## config.mk

```make
export PLATFORM = sky130hd
export DESIGN_NAME = bn_channel_scheduler
export DESIGN_NICKNAME = d
export VERILOG_FILES = /design/src/rtl/bn_pkg.sv /design/src/rtl/bn_param_loader.sv /design/src/rtl/bn_channel_scheduler.sv
export SDC_FILE = /design/constraint.sdc
export NUM_CORES = 1
export LEC_CHECK = 0
export ABC_AREA = 1
export CAP_MARGIN = 10
export CORE_ASPECT_RATIO = 1.75
export CORE_UTILIZATION = 50
export CTS_BUF_LIST = sky130_fd_sc_hd__clkbuf_8
export CTS_CLUSTER_DIAMETER = 40
export DETAILED_ROUTE_END_ITERATION = 16
export DONT_BUFFER_PORTS = 1
export GPL_TIMING_DRIVEN = 0
export PLACE_DENSITY = 0.68
export SYNTH_ARGS = -nofsm -noshare
export SYNTH_HDL_FRONTEND = slang
export SYNTH_HIERARCHICAL = 1
export SYNTH_SLANG_ARGS = --single-unit
```

## constraint.sdc

```tcl
create_clock -name clk_i -period 2.1 [get_ports clk_i]
set_input_delay 0.315 -clock clk_i [delete_from_list [all_inputs] [get_ports clk_i]]
set_output_delay 0.315 -clock clk_i [all_outputs]
set_load 0.05 [all_outputs]
```

## src/rtl/bn_pkg.sv

```systemverilog
// Shared definitions for the BatchNorm+ReLU channel scheduler: the FSM state
// encoding, the parameter-word index within a channel's ROM block, and
// feature-map size helpers.
package bn_pkg;

  typedef enum logic [2:0] {
    S_IDLE   = 3'd0,
    S_LOAD   = 3'd1,
    S_STREAM = 3'd2,
    S_DRAIN  = 3'd3,
    S_FIN    = 3'd4
  } bn_state_e;

  // Word offsets inside the 4-word parameter block of one channel
  localparam logic [1:0] PARAM_GAMMA = 2'd0;
  localparam logic [1:0] PARAM_BETA  = 2'd1;
  localparam logic [1:0] PARAM_MEAN  = 2'd2;
  localparam logic [1:0] PARAM_VAR   = 2'd3;

  // Features per channel
  function automatic int calc_pix(input int height, input int width);
    return height * width;
  endfunction

  // Counter width able to hold 0..pix without wrapping
  function automatic int cnt_width(input int pix);
    return $clog2(pix + 1);
  endfunction

endpackage

```

## src/rtl/bn_param_loader.sv

```systemverilog
// Parameter loader: on go_i it issues four back-to-back ROM reads for one
// channel (gamma, beta, mean, variance) and latches each returned word into
// its register one cycle after the read. done_o marks the cycle in which the
// last word (variance) is being latched. Registers hold between loads.
module bn_param_loader
  import bn_pkg::*;
#(
  parameter int CHW        = 6,
  parameter int DATA_WIDTH = 16,
  parameter int AW         = 8
) (
  input  logic                  clk_i,
  input  logic                  rst_i,
  input  logic                  go_i,
  input  logic                  clr_i,
  input  logic [CHW-1:0]        ch_i,
  output logic                  rom_en_o,
  output logic [AW-1:0]         rom_addr_o,
  input  logic [DATA_WIDTH-1:0] rom_data_i,
  output logic [DATA_WIDTH-1:0] gamma_o,
  output logic [DATA_WIDTH-1:0] beta_o,
  output logic [DATA_WIDTH-1:0] mean_o,
  output logic [DATA_WIDTH-1:0] variance_o,
  output logic                  done_o
);

  logic                  rom_en_q, rom_en_d;
  logic [AW-1:0]         addr_q, addr_d;
  logic                  lat_en_q, lat_en_d;
  logic [1:0]            lat_k_q, lat_k_d;
  logic [DATA_WIDTH-1:0] gamma_q, gamma_d;
  logic [DATA_WIDTH-1:0] beta_q, beta_d;
  logic [DATA_WIDTH-1:0] mean_q, mean_d;
  logic [DATA_WIDTH-1:0] var_q, var_d;

  // Read sequencing and one-cycle-late capture of the returned words
  always_comb begin
    rom_en_d = rom_en_q;
    addr_d   = addr_q;
    lat_en_d = 1'b0;
    lat_k_d  = lat_k_q;
    gamma_d  = gamma_q;
    beta_d   = beta_q;
    mean_d   = mean_q;
    var_d    = var_q;
    if (clr_i) begin
      // Cancelled load: stop reading, keep whatever parameters were held
      rom_en_d = 1'b0;
      lat_en_d = 1'b0;
    end else begin
      lat_en_d = rom_en_q;
      lat_k_d  = addr_q[1:0];
      if (go_i) begin
        rom_en_d = 1'b1;
        addr_d   = {ch_i, PARAM_GAMMA};
      end else if (rom_en_q) begin
        if (addr_q[1:0] == PARAM_VAR) begin
          rom_en_d = 1'b0;
        end else begin
          addr_d = addr_q + AW'(1'b1);
        end
      end else begin
        rom_en_d = 1'b0;
      end
      if (lat_en_q) begin
        case (lat_k_q)
          PARAM_GAMMA: gamma_d = rom_data_i;
          PARAM_BETA:  beta_d  = rom_data_i;
          PARAM_MEAN:  mean_d  = rom_data_i;
          PARAM_VAR:   var_d   = rom_data_i;
          default:     gamma_d = gamma_q;
        endcase
      end else begin
        gamma_d = gamma_q;
      end
    end
  end

  // Loader state and parameter registers
  always_ff @(posedge clk_i) begin
    if (rst_i) begin
      rom_en_q <= 1'b0;
      addr_q   <= {AW{1'b0}};
      lat_en_q <= 1'b0;
      lat_k_q  <= 2'd0;
      gamma_q  <= {DATA_WIDTH{1'b0}};
      beta_q   <= {DATA_WIDTH{1'b0}};
      mean_q   <= {DATA_WIDTH{1'b0}};
      var_q    <= {DATA_WIDTH{1'b0}};
    end else begin
      rom_en_q <= rom_en_d;
      addr_q   <= addr_d;
      lat_en_q <= lat_en_d;
      lat_k_q  <= lat_k_d;
      gamma_q  <= gamma_d;
      beta_q   <= beta_d;
      mean_q   <= mean_d;
      var_q    <= var_d;
    end
  end

  assign rom_en_o   = rom_en_q;
  assign rom_addr_o = addr_q;
  assign gamma_o    = gamma_q;
  assign beta_o     = beta_q;
  assign mean_o     = mean_q;
  assign variance_o = var_q;
  assign done_o     = lat_en_q && (lat_k_q == PARAM_VAR);

endmodule

```

## src/rtl/bn_channel_scheduler.sv

```systemverilog
// Channel scheduler for the BatchNorm+ReLU datapath. For each channel it loads
// the four parameters, streams PIX features from upstream into the datapath,
// waits until PIX datapath outputs have been seen, then moves to the next
// channel. in_ready is intentionally combinational so that the last feature
// of a channel closes the input in the same cycle it is accepted.
// CHANNELS must be at least 2 so the channel index has a nonzero width.
module bn_channel_scheduler
  import bn_pkg::*;
#(
  parameter int IMG_HEIGHT = 256,
  parameter int IMG_WIDTH  = 256,
  parameter int CHANNELS   = 64,
  parameter int DATA_WIDTH = 16,
  localparam int CHW = $clog2(CHANNELS),
  localparam int AW  = $clog2(CHANNELS * 4)
) (
  input  logic                  clk_i,
  input  logic                  rst_i,
  input  logic                  start_i,
  input  logic                  abort_i,
  output logic                  busy_o,
  output logic                  done_o,
  output logic                  err_o,
  output logic [CHW-1:0]        ch_idx_o,
  output logic                  rom_en_o,
  output logic [AW-1:0]         rom_addr_o,
  input  logic [DATA_WIDTH-1:0] rom_data_i,
  output logic [DATA_WIDTH-1:0] gamma_o,
  output logic [DATA_WIDTH-1:0] beta_o,
  output logic [DATA_WIDTH-1:0] mean_o,
  output logic [DATA_WIDTH-1:0] variance_o,
  input  logic                  in_valid_i,
  output logic                  in_ready_o,
  input  logic [DATA_WIDTH-1:0] in_data_i,
  output logic                  dp_start_o,
  output logic [DATA_WIDTH-1:0] dp_feature_o,
  output logic                  dp_valid_o,
  input  logic                  dp_valid_out_i
);

  localparam int PIX = calc_pix(IMG_HEIGHT, IMG_WIDTH);
  localparam int CW  = cnt_width(PIX);
  localparam logic [CW-1:0]  PIX_FULL = CW'(PIX);
  localparam logic [CW-1:0]  PIX_LAST = CW'(PIX - 1);
  localparam logic [CHW-1:0] CH_LAST  = CHW'(CHANNELS - 1);

  bn_state_e             state_q, state_d;
  logic [CHW-1:0]        ch_q, ch_d, load_ch_s;
  logic [CW-1:0]         in_cnt_q, in_cnt_d;
  logic [CW-1:0]         out_cnt_q, out_cnt_d;
  logic                  busy_q, busy_d;
  logic                  done_q, done_d;
  logic                  err_q, err_d;
  logic                  dp_start_q, dp_start_d;
  logic [DATA_WIDTH-1:0] dp_feature_q, dp_feature_d;
  logic                  dp_valid_q, dp_valid_d;
  logic                  load_go_s, load_done_s, abort_s, in_ready_s, xfer_s;

  assign abort_s    = abort_i && (state_q != S_IDLE);
  assign in_ready_s = (state_q == S_STREAM) && !abort_i;
  assign xfer_s     = in_valid_i && in_ready_s;

  bn_param_loader #(
    .CHW       (CHW),
    .DATA_WIDTH(DATA_WIDTH),
    .AW        (AW)
  ) u_loader (
    .clk_i     (clk_i),
    .rst_i     (rst_i),
    .go_i      (load_go_s),
    .clr_i     (abort_s),
    .ch_i      (load_ch_s),
    .rom_en_o  (rom_en_o),
    .rom_addr_o(rom_addr_o),
    .rom_data_i(rom_data_i),
    .gamma_o   (gamma_o),
    .beta_o    (beta_o),
    .mean_o    (mean_o),
    .variance_o(variance_o),
    .done_o    (load_done_s)
  );

  // Next-state logic: channel sequencing, feature/output accounting, error flag
  always_comb begin
    state_d    = state_q;
    ch_d       = ch_q;
    in_cnt_d   = in_cnt_q;
    out_cnt_d  = out_cnt_q;
    busy_d     = busy_q;
    done_d     = 1'b0;
    err_d      = err_q;
    dp_start_d = 1'b0;
    load_go_s  = 1'b0;
    load_ch_s  = ch_q;
    dp_valid_d = xfer_s;
    if (xfer_s) begin
      dp_feature_d = in_data_i;
    end else begin
      dp_feature_d = dp_feature_q;
    end

    // Datapath outputs count only while a channel is in flight and not yet full;
    // anything else is unexpected and flagged without being counted
    if (dp_valid_out_i) begin
      if ((state_q == S_STREAM || state_q == S_DRAIN) && (out_cnt_q != PIX_FULL)) begin
        out_cnt_d = out_cnt_q + CW'(1'b1);
      end else begin
        err_d = 1'b1;
      end
    end else begin
      out_cnt_d = out_cnt_q;
    end

    if (abort_s) begin
      state_d   = S_IDLE;
      busy_d    = 1'b0;
      in_cnt_d  = {CW{1'b0}};
      out_cnt_d = {CW{1'b0}};
    end else begin
      case (state_q)
        S_IDLE: begin
          if (start_i && !abort_i) begin
            state_d    = S_LOAD;
            ch_d       = {CHW{1'b0}};
            err_d      = dp_valid_out_i;
            busy_d     = 1'b1;
            dp_start_d = 1'b1;
            load_go_s  = 1'b1;
            load_ch_s  = {CHW{1'b0}};
            in_cnt_d   = {CW{1'b0}};
            out_cnt_d  = {CW{1'b0}};
          end else begin
            state_d = S_IDLE;
          end
        end
        S_LOAD: begin
          if (load_done_s) begin
            state_d = S_STREAM;
          end else begin
            state_d = S_LOAD;
          end
        end
        S_STREAM: begin
          if (xfer_s) begin
            in_cnt_d = in_cnt_q + CW'(1'b1);
            if (in_cnt_q == PIX_LAST) begin
              state_d = S_DRAIN;
            end else begin
              state_d = S_STREAM;
            end
          end else begin
            state_d = S_STREAM;
          end
        end
        S_DRAIN: begin
          if (out_cnt_q == PIX_FULL) begin
            in_cnt_d  = {CW{1'b0}};
            out_cnt_d = {CW{1'b0}};
            if (ch_q == CH_LAST) begin
              state_d = S_FIN;
              done_d  = 1'b1;
            end else begin
              state_d   = S_LOAD;
              ch_d      = ch_q + CHW'(1'b1);
              load_ch_s = ch_q + CHW'(1'b1);
              load_go_s = 1'b1;
            end
          end else begin
            state_d = S_DRAIN;
          end
        end
        S_FIN: begin
          state_d = S_IDLE;
          busy_d  = 1'b0;
        end
        default: begin
          state_d = S_IDLE;
          busy_d  = 1'b0;
        end
      endcase
    end
  end

  // State, counter and registered-output update
  always_ff @(posedge clk_i) begin
    if (rst_i) begin
      state_q      <= S_IDLE;
      ch_q         <= {CHW{1'b0}};
      in_cnt_q     <= {CW{1'b0}};
      out_cnt_q    <= {CW{1'b0}};
      busy_q       <= 1'b0;
      done_q       <= 1'b0;
      err_q        <= 1'b0;
      dp_start_q   <= 1'b0;
      dp_feature_q <= {DATA_WIDTH{1'b0}};
      dp_valid_q   <= 1'b0;
    end else begin
      state_q      <= state_d;
      ch_q         <= ch_d;
      in_cnt_q     <= in_cnt_d;
      out_cnt_q    <= out_cnt_d;
      busy_q       <= busy_d;
      done_q       <= done_d;
      err_q        <= err_d;
      dp_start_q   <= dp_start_d;
      dp_feature_q <= dp_feature_d;
      dp_valid_q   <= dp_valid_d;
    end
  end

  assign busy_o       = busy_q;
  assign done_o       = done_q;
  assign err_o        = err_q;
  assign ch_idx_o     = ch_q;
  assign in_ready_o   = in_ready_s;
  assign dp_start_o   = dp_start_q;
  assign dp_feature_o = dp_feature_q;
  assign dp_valid_o   = dp_valid_q;

endmodule

```

==> run_results.csv, run 1 <==
group,metric,value,unit
clock_tree,clock_latency,0.45,ns
placed_design,place_area,6540,sq um
timing,fmax,0.491,GHz
global_route,grt_pass1_wl,25.4,mm
route,drt-wirelength-per-cell,14.8,um
global_route,grt_overflow,0,
setup_path,crit_arrival,2.42,ns
cells_and_area,fin_area,7340,sq um
synthesis,yosys-top-cells-area,"dfxtp_1 44%, nor2_1 12%, nand2_1 9.1%",
global_route,antenna_found_initial,0,
setup_path,start_kind,"flip-flop",
timing,rsz0062_at_grt,"true",
clock_tree,cts-root-buf,"clkbuf_8",
timing,hold_viol,4,
global_route,grt_usage,25.4,%
cells_and_area,area_growth,16.2,%
setup_path,crit_fanout,4,
synthesis,synth-seq-cells,140,
synthesis,ys_seq_area_share,44.4,%
power,pwr-share-clk,38.5,%
route,drt_wl_total,16.4,mm
power,swShare,31.4,%
power,seqPwrFrac,53.3,%
clock_tree,cts_buffers,17,
timing,skew,0.0145,ns
flow_run,cap_violations,0,
global_route,grt_pass1_vias,5360,
synthesis,async_reset_ff_share,0,%
hold_path,worstHoldStart,"rst_i",
route,dr.pass1.iters,5,
hold_path,hp-class,"in -> reg",
outcome,failed_checks,"negative hold slack",
setup_path,cpMostUsedCell,"nand2_1",
synthesis,synth.most_common_cell,"nor2_1",
power,combPwrFrac,8.2,%
route,via_per_inst,5.10,
synthesis,ys_top_cells_by_count,"198 x nor2_1, 154 x nand2_1, 140 x dfxtp_1",
synthesis,yosysWarningCount,6,
power,p_int,3.76,mW
route,ant_nets,0,
timing,max_slew_margin,55.2,%
setup_path,crit_required,2.48,ns
die,num_io_pins,139,
setup_path,crit_start,"state_q[0]",
route,num_vias,5619,
setup_path,cpMaxStageDelayCell,"o211ai_1",
setup_path,crit_path_end_kind,"flip-flop",
global_route,grt_max_degree,17,
setup_path,critical_path.max_stage_delay,0.44,ns
setup_path,r2r_start,"state_q[0]",
clock_tree,cts.sinks,140,
die,die_w,87.0,um
synthesis,synth_top_area_share,44.4,%
cells_and_area,diodes,0,
timing,period_share,97.0,%
power,switchingPower,1.72,mW
clock_tree,cts.clk_slew.worst_paths,0.09,ns
placed_design,io_buffers,0,
route,drcViolationCount,0,
route,drtIter0Drc,259,
clock_tree,cts.path.max_buffers,2,
timing,period_needed,2.04,ns
clock_tree,htree_num_levels,4,
synthesis,synth_nets,912,
cells_and_area,nNetsFinal,965,
die,rows,54,
timing,setup-tns-final,0,ns
timing,holdWs,-0.0768,ns
setup_path,criticalPathCategory,"reg -> reg",
power,p_leak,2.80,nW
synthesis,avgSynthCellArea,7.28,sq um
synthesis,synth_area_leader_cell,"dfxtp_1",
timing,maxSlewViolCount,0,
setup_path,crit_chain,"nor3_2 -> inv_2 -> o211ai_1 -> nand2_1 -> o211ai_1 -> nand2_1 -> inv_1 -> inv_1 -> a21oi_1 -> nand2_1 -> a21oi_2",
timing,worst_pin_slew,0.671,ns
cells_and_area,utilization,59.4,%
synthesis,yosys_most_used_dff,"dfxtp_1",
clock_tree,cts_tree,"built",
die,initial_core_util,51.1,%
power,irDropWorstVdd,0.000396,V
synthesis,synth.distinct_cells,43,
placed_design,dp_hpwl,12.2,mm
timing,setup_viol,0,
outcome,status,"finished with violations",
die,die_y,151,um
synthesis,syn_area,6320,sq um
placed_design,gp_routability_congestion,0.872,
synthesis,synth_edf_count,0,
die,core_area,12400,sq um
die,dieArea,13100,sq um
cells_and_area,drive_gt1_share,14.2,%
synthesis,synth_cells,868,
power,powerDensity,746,nW/um^2
## flip-flops by register name, summed over array words and instances (netlist names), 6 cells and up
register	cells
in_cnt_q	17
out_cnt_q	17
dp_feature_o	16
u_loader/beta_o	16
u_loader/gamma_o	16
u_loader/mean_o	16
u_loader/variance_o	16
u_loader/rom_addr_o	8
ch_idx_o	6
## path summary, 6_finish.rpt
check | endpoint | slack [ns] | depth (start not counted)
worst min-delay path | u_loader/rom_addr_o[6] | -0.08 | 1
worst min register to register | in_cnt_q[14] | 0.50 | 2
worst max-delay path | u_loader/rom_addr_o[6] | 0.06 | 11
worst max register to register | u_loader/rom_addr_o[6] | 0.06 | 11
## kinds of logic after synthesis
family,count (synthesis),share of synthesized area [%]
AOI/OAI and AO/OA,141,11.9
xor gates and xnor gates,24,3.33
adders and majority gates,6,1.19
buffers and inverters,100,7.45
DFF,140,44.4
muxes,1,0.158
and+or+nand+nor,456,31.6
## worst max-delay path: cells and delay by family, from the launching register on
family          cells  cell delay [ns]
compound gates      4             0.78
simple gates        4             0.59
flops               1             0.40
buf+inv             3             0.20
## layer usage
layer  share of wire [%]  track usage, %
met5                   0               0
met1                  35            23.2
met3                 6.4            7.46
met2                  56            50.5
met4                 2.3            9.83
## through the flow
step / hold WS [ns] / instances / total power [mW] / setup WS (ns)
final: -0.0768 / 1102 / 5.48 / 0.0627
after global routing: -0.108 / 1102 / 5.71 / -0.0820
after CTS: -0.0923 / 1097 / 5.52 / 0.00280
after detailed placement: 0.389 / 1036 / 3.37 / -0.387
after global placement: 0.386 / 1036 / 3.36 / -0.386
after floorplan: 0.384 / 868 / 3.26 / 0.00805
## timing repair
item	in CTS	in global routing
endpoints found under the hold margin	27	6
pin swaps	4	8
resized for setup	26	10
endpoints found under the setup margin	10	38
buffers inserted	12	4
hold buffers	17	2
gates cloned	0	0
## cell type report
| cell class | instances | area, sq um |
|---|---|---|
| clock inverter | 15 | 151 |
| buffer | 28 | 194 |
| tap | 168 | 210 |
| timing repair buffer | 35 | 314 |
| clock buffer | 17 | 234 |
| sequential | 140 | 2820 |
| multi-input combinational | 628 | 3130 |
| inverter | 71 | 289 |
| fill | 1184 | 5020 |
## placed cells by master (no fill, tap or decap), drive strengths merged
| cell | Yosys | final |
|---|---|---|
| nor2 | 216 | 216 |
| nand2 | 162 | 162 |
| dfxtp | 140 | 140 |
| o21ai | 81 | 81 |
| inv | 70 | 79 |
| nand3 | 53 | 53 |
| a21oi | 50 | 50 |
| buf | 19 | 34 |
| clkbuf | 10 | 27 |
| xor2 | 22 | 22 |
| dlygate4sd3 | 0 | 19 |
| nor3 | 12 | 12 |
| nand4 | 6 | 6 |
| ha | 6 | 6 |
| clkinv | 1 | 6 |
| o211ai | 4 | 4 |
| nor3b | 3 | 3 |
| nor4 | 2 | 2 |
| xnor2 | 2 | 2 |
| a31oi | 2 | 2 |
| or2 | 2 | 2 |
| o31ai | 2 | 2 |
| a22oi | 1 | 1 |
| mux2i | 1 | 1 |
| o21bai | 1 | 1 |
| clkinvlp | 0 | 1 |
## power by group through the flow
stage / clock network [mW] / logic [mW] / registers, mW
after detailed placement: 0 / 0.379 / 2.99
after floorplan: 0 / 0.290 / 2.97
after global placement: 0 / 0.375 / 2.99
after global routing: 2.28 / 0.498 / 2.93
final: 2.11 / 0.446 / 2.92
after CTS: 2.16 / 0.439 / 2.92
Note: power is estimated with default switching activity, not from simulation.
==> inputs of run 2 (changes only) <==
--- a/config.mk
+++ b/config.mk
@@ -7,14 +7,16 @@
 export LEC_CHECK = 0
 export ABC_AREA = 1
 export CAP_MARGIN = 10
+export CELL_PAD_IN_SITES_DETAIL_PLACEMENT = 0
+export CELL_PAD_IN_SITES_GLOBAL_PLACEMENT = 1
 export CORE_ASPECT_RATIO = 1.75
-export CORE_UTILIZATION = 50
+export CORE_UTILIZATION = 42
 export CTS_BUF_LIST = sky130_fd_sc_hd__clkbuf_8
 export CTS_CLUSTER_DIAMETER = 40
 export DETAILED_ROUTE_END_ITERATION = 16
 export DONT_BUFFER_PORTS = 1
 export GPL_TIMING_DRIVEN = 0
-export PLACE_DENSITY = 0.68
+export PLACE_DENSITY_LB_ADDON = 0.1
 export SYNTH_ARGS = -nofsm -noshare
 export SYNTH_HDL_FRONTEND = slang
 export SYNTH_HIERARCHICAL = 1
==> run 2 against run 1 <==
Final cell count up 1.5%. First-iteration DRC count decreased by 42%. Clock-buffer cell count did not move. Critical path depth increased by 2. Critical path type unchanged. The run now ends clean.
==> run_results.csv, run 2 (synthesized netlist as in run 1, its figures left out) <==
group,metric,value,unit
outcome,status,"finished clean",
cells_and_area,final_common_cell,"nor2_1",
cells_and_area,drive_gt1_share,14.0,%
global_route,grt_max_degree,17,
timing,fmax,0.505,GHz
route,dr.pass1.iters,4,
route,drtIter0Drc,150,
power,p_total,5.54,mW
clock_tree,cts_buffers,17,
setup_path,r2r_start,"ch_idx_o[0]",
clock_tree,cts-root-buf,"clkbuf_8",
route,drt_wl_total,17.5,mm
power,p_leak,2.80,nW
power,p_int,3.77,mW
clock_tree,cts.clk_slew.worst_paths,0.09,ns
hold_path,hp-class,"in -> reg",
cells_and_area,reg_top3,"in_cnt_q: 17 flops, out_cnt_q: 17 flops",
route,num_vias,5612,
hold_path,worstHoldStart,"rom_data_i[5]",
power,pwr-share-clk,38.7,%
die,die_w,94.7,um
die,initial_core_util,42.8,%
die,die_y,164,um
setup_path,crit_start,"ch_idx_o[0]",
timing,worst_pin_slew,0.650,ns
cells_and_area,mostFrequentLayoutCells,"193 x nor2_1, 150 x nand2_1, 131 x dfxtp_1",
power,switchingPower,1.77,mW
placed_design,io_buffers,0,
timing,setup-tns-final,0,ns
timing,period_needed,1.98,ns
die,num_io_pins,139,
cells_and_area,area_growth,17.0,%
power,powerDensity,750,nW/um^2
placed_design,gp_routability_congestion,0.848,
setup_path,crit_path_end_kind,"flip-flop",
flow_run,cap_violations,0,
setup_path,criticalPathCategory,"reg -> reg",
cells_and_area,nNetsFinal,966,
setup_path,crit_fanout,10,
global_route,grt_overflow,0,
die,rows,59,
timing,hold_viol,0,
clock_tree,cts.sinks,140,
clock_tree,cts.path.max_buffers,2,
placed_design,dp_hpwl,13.0,mm
die,core_area,14800,sq um
setup_path,crit_arrival,2.31,ns
global_route,grt_pass1_wl,26.9,mm
power,seqPwrFrac,52.7,%
placed_design,dp.cells,1051,
setup_path,start_kind,"flip-flop",
power,irDropWorstVdd,0.000421,V
clock_tree,htree_num_levels,4,
timing,skew,0.0160,ns
route,ant_nets,0,
die,dieArea,15600,sq um
clock_tree,cts_tree,"built",
power,swShare,32.0,%
cells_and_area,diodes,0,
cells_and_area,stdcell_count,1118,
timing,max_slew_margin,56.6,%
timing,rsz0062_at_grt,"true",
global_route,grt_pass1_vias,5401,
route,drcViolationCount,0,
timing,maxSlewViolCount,0,
setup_path,crit_required,2.43,ns
clock_tree,clock_latency,0.44,ns
power,combPwrFrac,8.6,%
timing,period_share,94.2,%
timing,setup_viol,0,
global_route,antenna_found_initial,0,
route,drt-wirelength-per-cell,15.7,um
global_route,grt_usage,22.7,%
route,via_per_inst,5.02,
run 2: metal layers:
metal | vias up | global-route usage, % | share of wire, % | wire (um)
met3 | 35 | 6.39 | 5.4 | 942
met4 | 0 | 9.50 | 2.6 | 456
li1 | 2901 | - | - | -
met5 | - | 0 | 0 | 0
met2 | 125 | 45.7 | 58 | 10100
met1 | 2551 | 19.8 | 34 | 6040
run 2: final timing paths:
check | cells after the start | to | slack, ns
worst max-delay path | 13 | u_loader/rom_addr_o[2] | 0.12
worst min-delay path | 2 | u_loader/mean_o[5] | 0.03
worst max register to register | 13 | u_loader/rom_addr_o[2] | 0.12
worst min register to register | 2 | in_cnt_q[14] | 0.49
run 2: through the flow:
stage | area (sq um) | setup slack [ns] | hold WS [ns] | utilization, %
detailed placement | 6560 | -0.427 | 0.389 | 44.4
floorplan | 6330 | 0.00805 | 0.384 | -
CTS | 7300 | 0.0154 | 0.0000817 | 49.4
global route | 7400 | -0.00948 | 0.00425 | 50.1
global placement | 6560 | -0.411 | 0.387 | 44.4
finish | 7400 | 0.121 | 0.0264 | 50.1
run 2: power groups by stage:
stage	Combinational, mW	Sequential, mW	Clock, mW
finish	0.477	2.92	2.15
global route	0.534	2.93	2.31
CTS	0.458	2.92	2.22
detailed placement	0.382	2.99	0
global placement	0.376	2.98	0
floorplan	0.290	2.97	0
run 2: area by class of cell:
class / count / area [sq um]
Fill cell: 1509 / 7370
Multi-Input combinational cell: 629 / 3160
Sequential cell: 140 / 2820
Timing Repair Buffer: 35 / 323
Inverter: 71 / 289
Clock buffer: 17 / 234
Tap cell: 183 / 229
Buffer: 28 / 185
Clock inverter: 15 / 151
run 2: timing repair:
action                     in CTS  in global routing
hold buffers                   24                  0
hold endpoints to repair       42                  0
cloned                          1                  0
setup endpoints to repair      10                 13
pin swaps                       4                  9
buffers inserted                7                  4
gates resized for setup        16                 24
run 2: critical path, cell delays in order (launching register included):
cell	delay (ns)
dfxtp_4	0.49
ha_4	0.17
nand4_1	0.13
nor2_2	0.21
nor2_4	0.06
nand2_2	0.09
nand2_4	0.07
inv_6	0.12
nand2_8	0.08
nand2_8	0.09
inv_4	0.04
buf_4	0.13
o21ai_1	0.12
a21oi_1	0.05
==> inputs of run 3 (changes only) <==
--- a/config.mk
+++ b/config.mk
@@ -10,7 +10,7 @@
 export CELL_PAD_IN_SITES_DETAIL_PLACEMENT = 0
 export CELL_PAD_IN_SITES_GLOBAL_PLACEMENT = 1
 export CORE_ASPECT_RATIO = 1.75
-export CORE_UTILIZATION = 42
+export CORE_UTILIZATION = 47
 export CTS_BUF_LIST = sky130_fd_sc_hd__clkbuf_8
 export CTS_CLUSTER_DIAMETER = 40
 export DETAILED_ROUTE_END_ITERATION = 16
==> constraint.sdc (replaced) <==
create_clock -name clk_i -period 2.2 [get_ports clk_i]
set_input_delay 0.33 -clock clk_i [delete_from_list [all_inputs] [get_ports clk_i]]
set_output_delay 0.33 -clock clk_i [all_outputs]
set_load 0.05 [all_outputs]
==> run 3 against run 2 <==
Non-clock buffer count shrank 21. Critical path type unchanged. Maximum frequency is 6.2% lower. Clock-buffer cell count grew 1.
==> run_results.csv, run 3 (synthesized netlist as in run 1, its figures left out) <==
group,metric,value,unit
timing,skew,0.0147,ns
power,pwr-share-clk,39.4,%
cells_and_area,mostFrequentLayoutCells,"191 x nor2_1, 150 x nand2_1, 132 x dfxtp_1",
route,drt-wirelength-per-cell,15.6,um
setup_path,crit_arrival,2.49,ns
placed_design,gp_routability_congestion,0.905,
power,p_int,3.69,mW
setup_path,cpMaxStageDelayCell,"o31ai_1",
clock_tree,cts_tree,"built",
global_route,grt_max_degree,17,
clock_tree,cts.clk_slew.worst_paths,0.09,ns
clock_tree,cts-root-buf,"clkbuf_8",
power,seqPwrFrac,53.0,%
timing,period_share,95.8,%
power,powerDensity,735,nW/um^2
setup_path,cp.depth,14,
setup_path,r2r_cells,14,
setup_path,crit_buf_inv,4,
clock_tree,cts.path.max_buffers,2,
route,drcViolationCount,0,
timing,max_slew_margin,54.8,%
cells_and_area,drive_gt1_share,14.6,%
power,switchingPower,1.58,mW
route,via_per_inst,5.19,
route,dr.pass1.iters,5,
timing,worst_pin_slew,0.677,ns
timing,maxSlewViolCount,0,
timing,setup_viol,0,
die,num_io_pins,139,
timing,fmax,0.474,GHz
die,die_w,89.6,um
cells_and_area,final_common_cell,"nor2_1",
route,ant_nets,0,
setup_path,crit_fanout,3,
setup_path,criticalPathCategory,"reg -> reg",
cells_and_area,nNetsFinal,945,
route,drtIter0Drc,187,
route,drt_wl_total,16.9,mm
global_route,grt_pass1_wl,26.0,mm
route,num_vias,5633,
timing,holdWs,0.0275,ns
cells_and_area,reg_top3,"in_cnt_q: 17 flops, out_cnt_q: 17 flops",
power,p_leak,2.70,nW
die,dieArea,13900,sq um
outcome,status,"finished clean",
placed_design,dp_hpwl,12.7,mm
power,p_total,5.27,mW
clock_tree,cts.sinks,140,
timing,period_needed,2.11,ns
clock_tree,clock_latency,0.43,ns
global_route,grt_overflow,0,
die,core_area,13000,sq um
setup_path,critical_path.top_delay_family,"simple AND/OR/NAND/NOR gates",
hold_path,holdPathStages,2,
power,irDropWorstVdd,0.000377,V
setup_path,start_kind,"flip-flop",
die,initial_core_util,48.6,%
global_route,antenna_found_initial,0,
clock_tree,cts_buffers,17,
placed_design,io_buffers,0,
setup_path,crit_chain,"inv_4 -> ha_4 -> inv_2 -> nor2_2 -> nand2_1 -> nor2_2 -> nand2_2 -> buf_4 -> buf_4 -> o31ai_1 -> nand2_1 -> o21ai_0 -> o21ai_1 -> nor2_1",
setup_path,crit_required,2.58,ns
flow_run,cap_violations,0,
global_route,grt_usage,24.4,%
cells_and_area,area_growth,13.4,%
cells_and_area,diodes,0,
die,rows,55,
cells_and_area,n_fill_cell,1277,
clock_tree,htree_num_levels,4,
timing,hold_viol,0,
setup_path,crit_path_end_kind,"flip-flop",
global_route,grt_pass1_vias,5476,
hold_path,hp-class,"in -> reg",
power,swShare,30.0,%
timing,rsz0062_at_grt,"true",
setup_path,critical_path.max_stage_delay,0.40,ns
die,die_y,155,um
power,combPwrFrac,7.6,%
==> run 3: cell types whose count changed in the layout (fill, tap and decap cells not counted), sizes merged <==
cell / before / now
dlygate4sd3: 24 / 1
clkinv: 6 / 3
clkinvlp: 1 / 4
buf: 29 / 31
inv: 79 / 77
bufinv: 0 / 1
clkbuf: 27 / 28
==> run 3: final timing paths <==
| kind | from | end | slack, ns |
|---|---|---|---|
| max | out_cnt_q[1] | u_loader/rom_addr_o[3] | 0.09 |
| min | rom_data_i[6] | u_loader/variance_o[6] | 0.03 |
| max reg2reg | out_cnt_q[1] | u_loader/rom_addr_o[3] | 0.09 |
| min reg2reg | in_cnt_q[14] | in_cnt_q[14] | 0.49 |
==> run 3: timing repair <==
item	4_1_cts	5_1_grt
hold endpoints to repair	5	0
setup buffers	0	12
pin swaps	0	10
gates cloned	0	1
resized for setup	16	26
endpoints found under the setup margin	10	18
hold buffers	1	0
==> run 3: area by class of cell <==
| cell class | count | area, sq um | share of cell area, % |
|---|---|---|---|
| inverter | 71 | 297 | 4.14 |
| buffer | 29 | 196 | 2.74 |
| timing repair buffer | 13 | 100 | 1.40 |
| clock buffer | 18 | 248 | 3.46 |
| multi-input combinational | 629 | 3140 | 43.9 |
| tap | 171 | 214 | 2.99 |
| clock inverter | 14 | 149 | 2.08 |
| sequential | 140 | 2820 | 39.4 |
==> run 3: power groups by stage <==
stage	Clock, mW	Sequential [mW]	Combinational, mW
after CTS	2.15	2.79	0.367
after global placement	0	2.85	0.352
after detailed placement	0	2.85	0.358
after global routing	2.24	2.80	0.452
final	2.08	2.79	0.402
after floorplan	0	2.84	0.277
==> run 3: worst reg2reg max path, stage by stage (launching register included) <==
cell and delay (ns):
dfxtp_4 0.36, inv_4 0.06, ha_4 0.13, inv_2 0.03, nor2_2 0.08, nand2_1 0.06
nor2_2 0.15, nand2_2 0.10, buf_4 0.15, buf_4 0.12, o31ai_1 0.40, nand2_1 0.12
o21ai_0 0.09, o21ai_1 0.08, nor2_1 0.10
==> run 3: layer usage <==
metal  global-route usage, %  part of all wire, %  wire length [um]
met2                    49.1                   59              9920
met4                    8.84                  1.9               321
met5                       0                    0                 0
met3                    6.05                  5.8               973
met1                    22.1                   34              5660
==> run 3: through the flow <==
step | utilization (%) | cell area, sq um | setup WS, ns | TNS [ns] | cells
floorplan | - | 6320 | 0.0535 | 0 | 868
global placement | 50.2 | 6540 | -0.337 | -1.91 | 1039
detailed placement | 50.2 | 6540 | -0.353 | -2.07 | 1039
CTS | 53.7 | 6980 | -0.0279 | -0.0320 | 1072
global route | 55.1 | 7170 | -0.0863 | -0.268 | 1085
finish | 55.1 | 7170 | 0.0914 | 0 | 1085
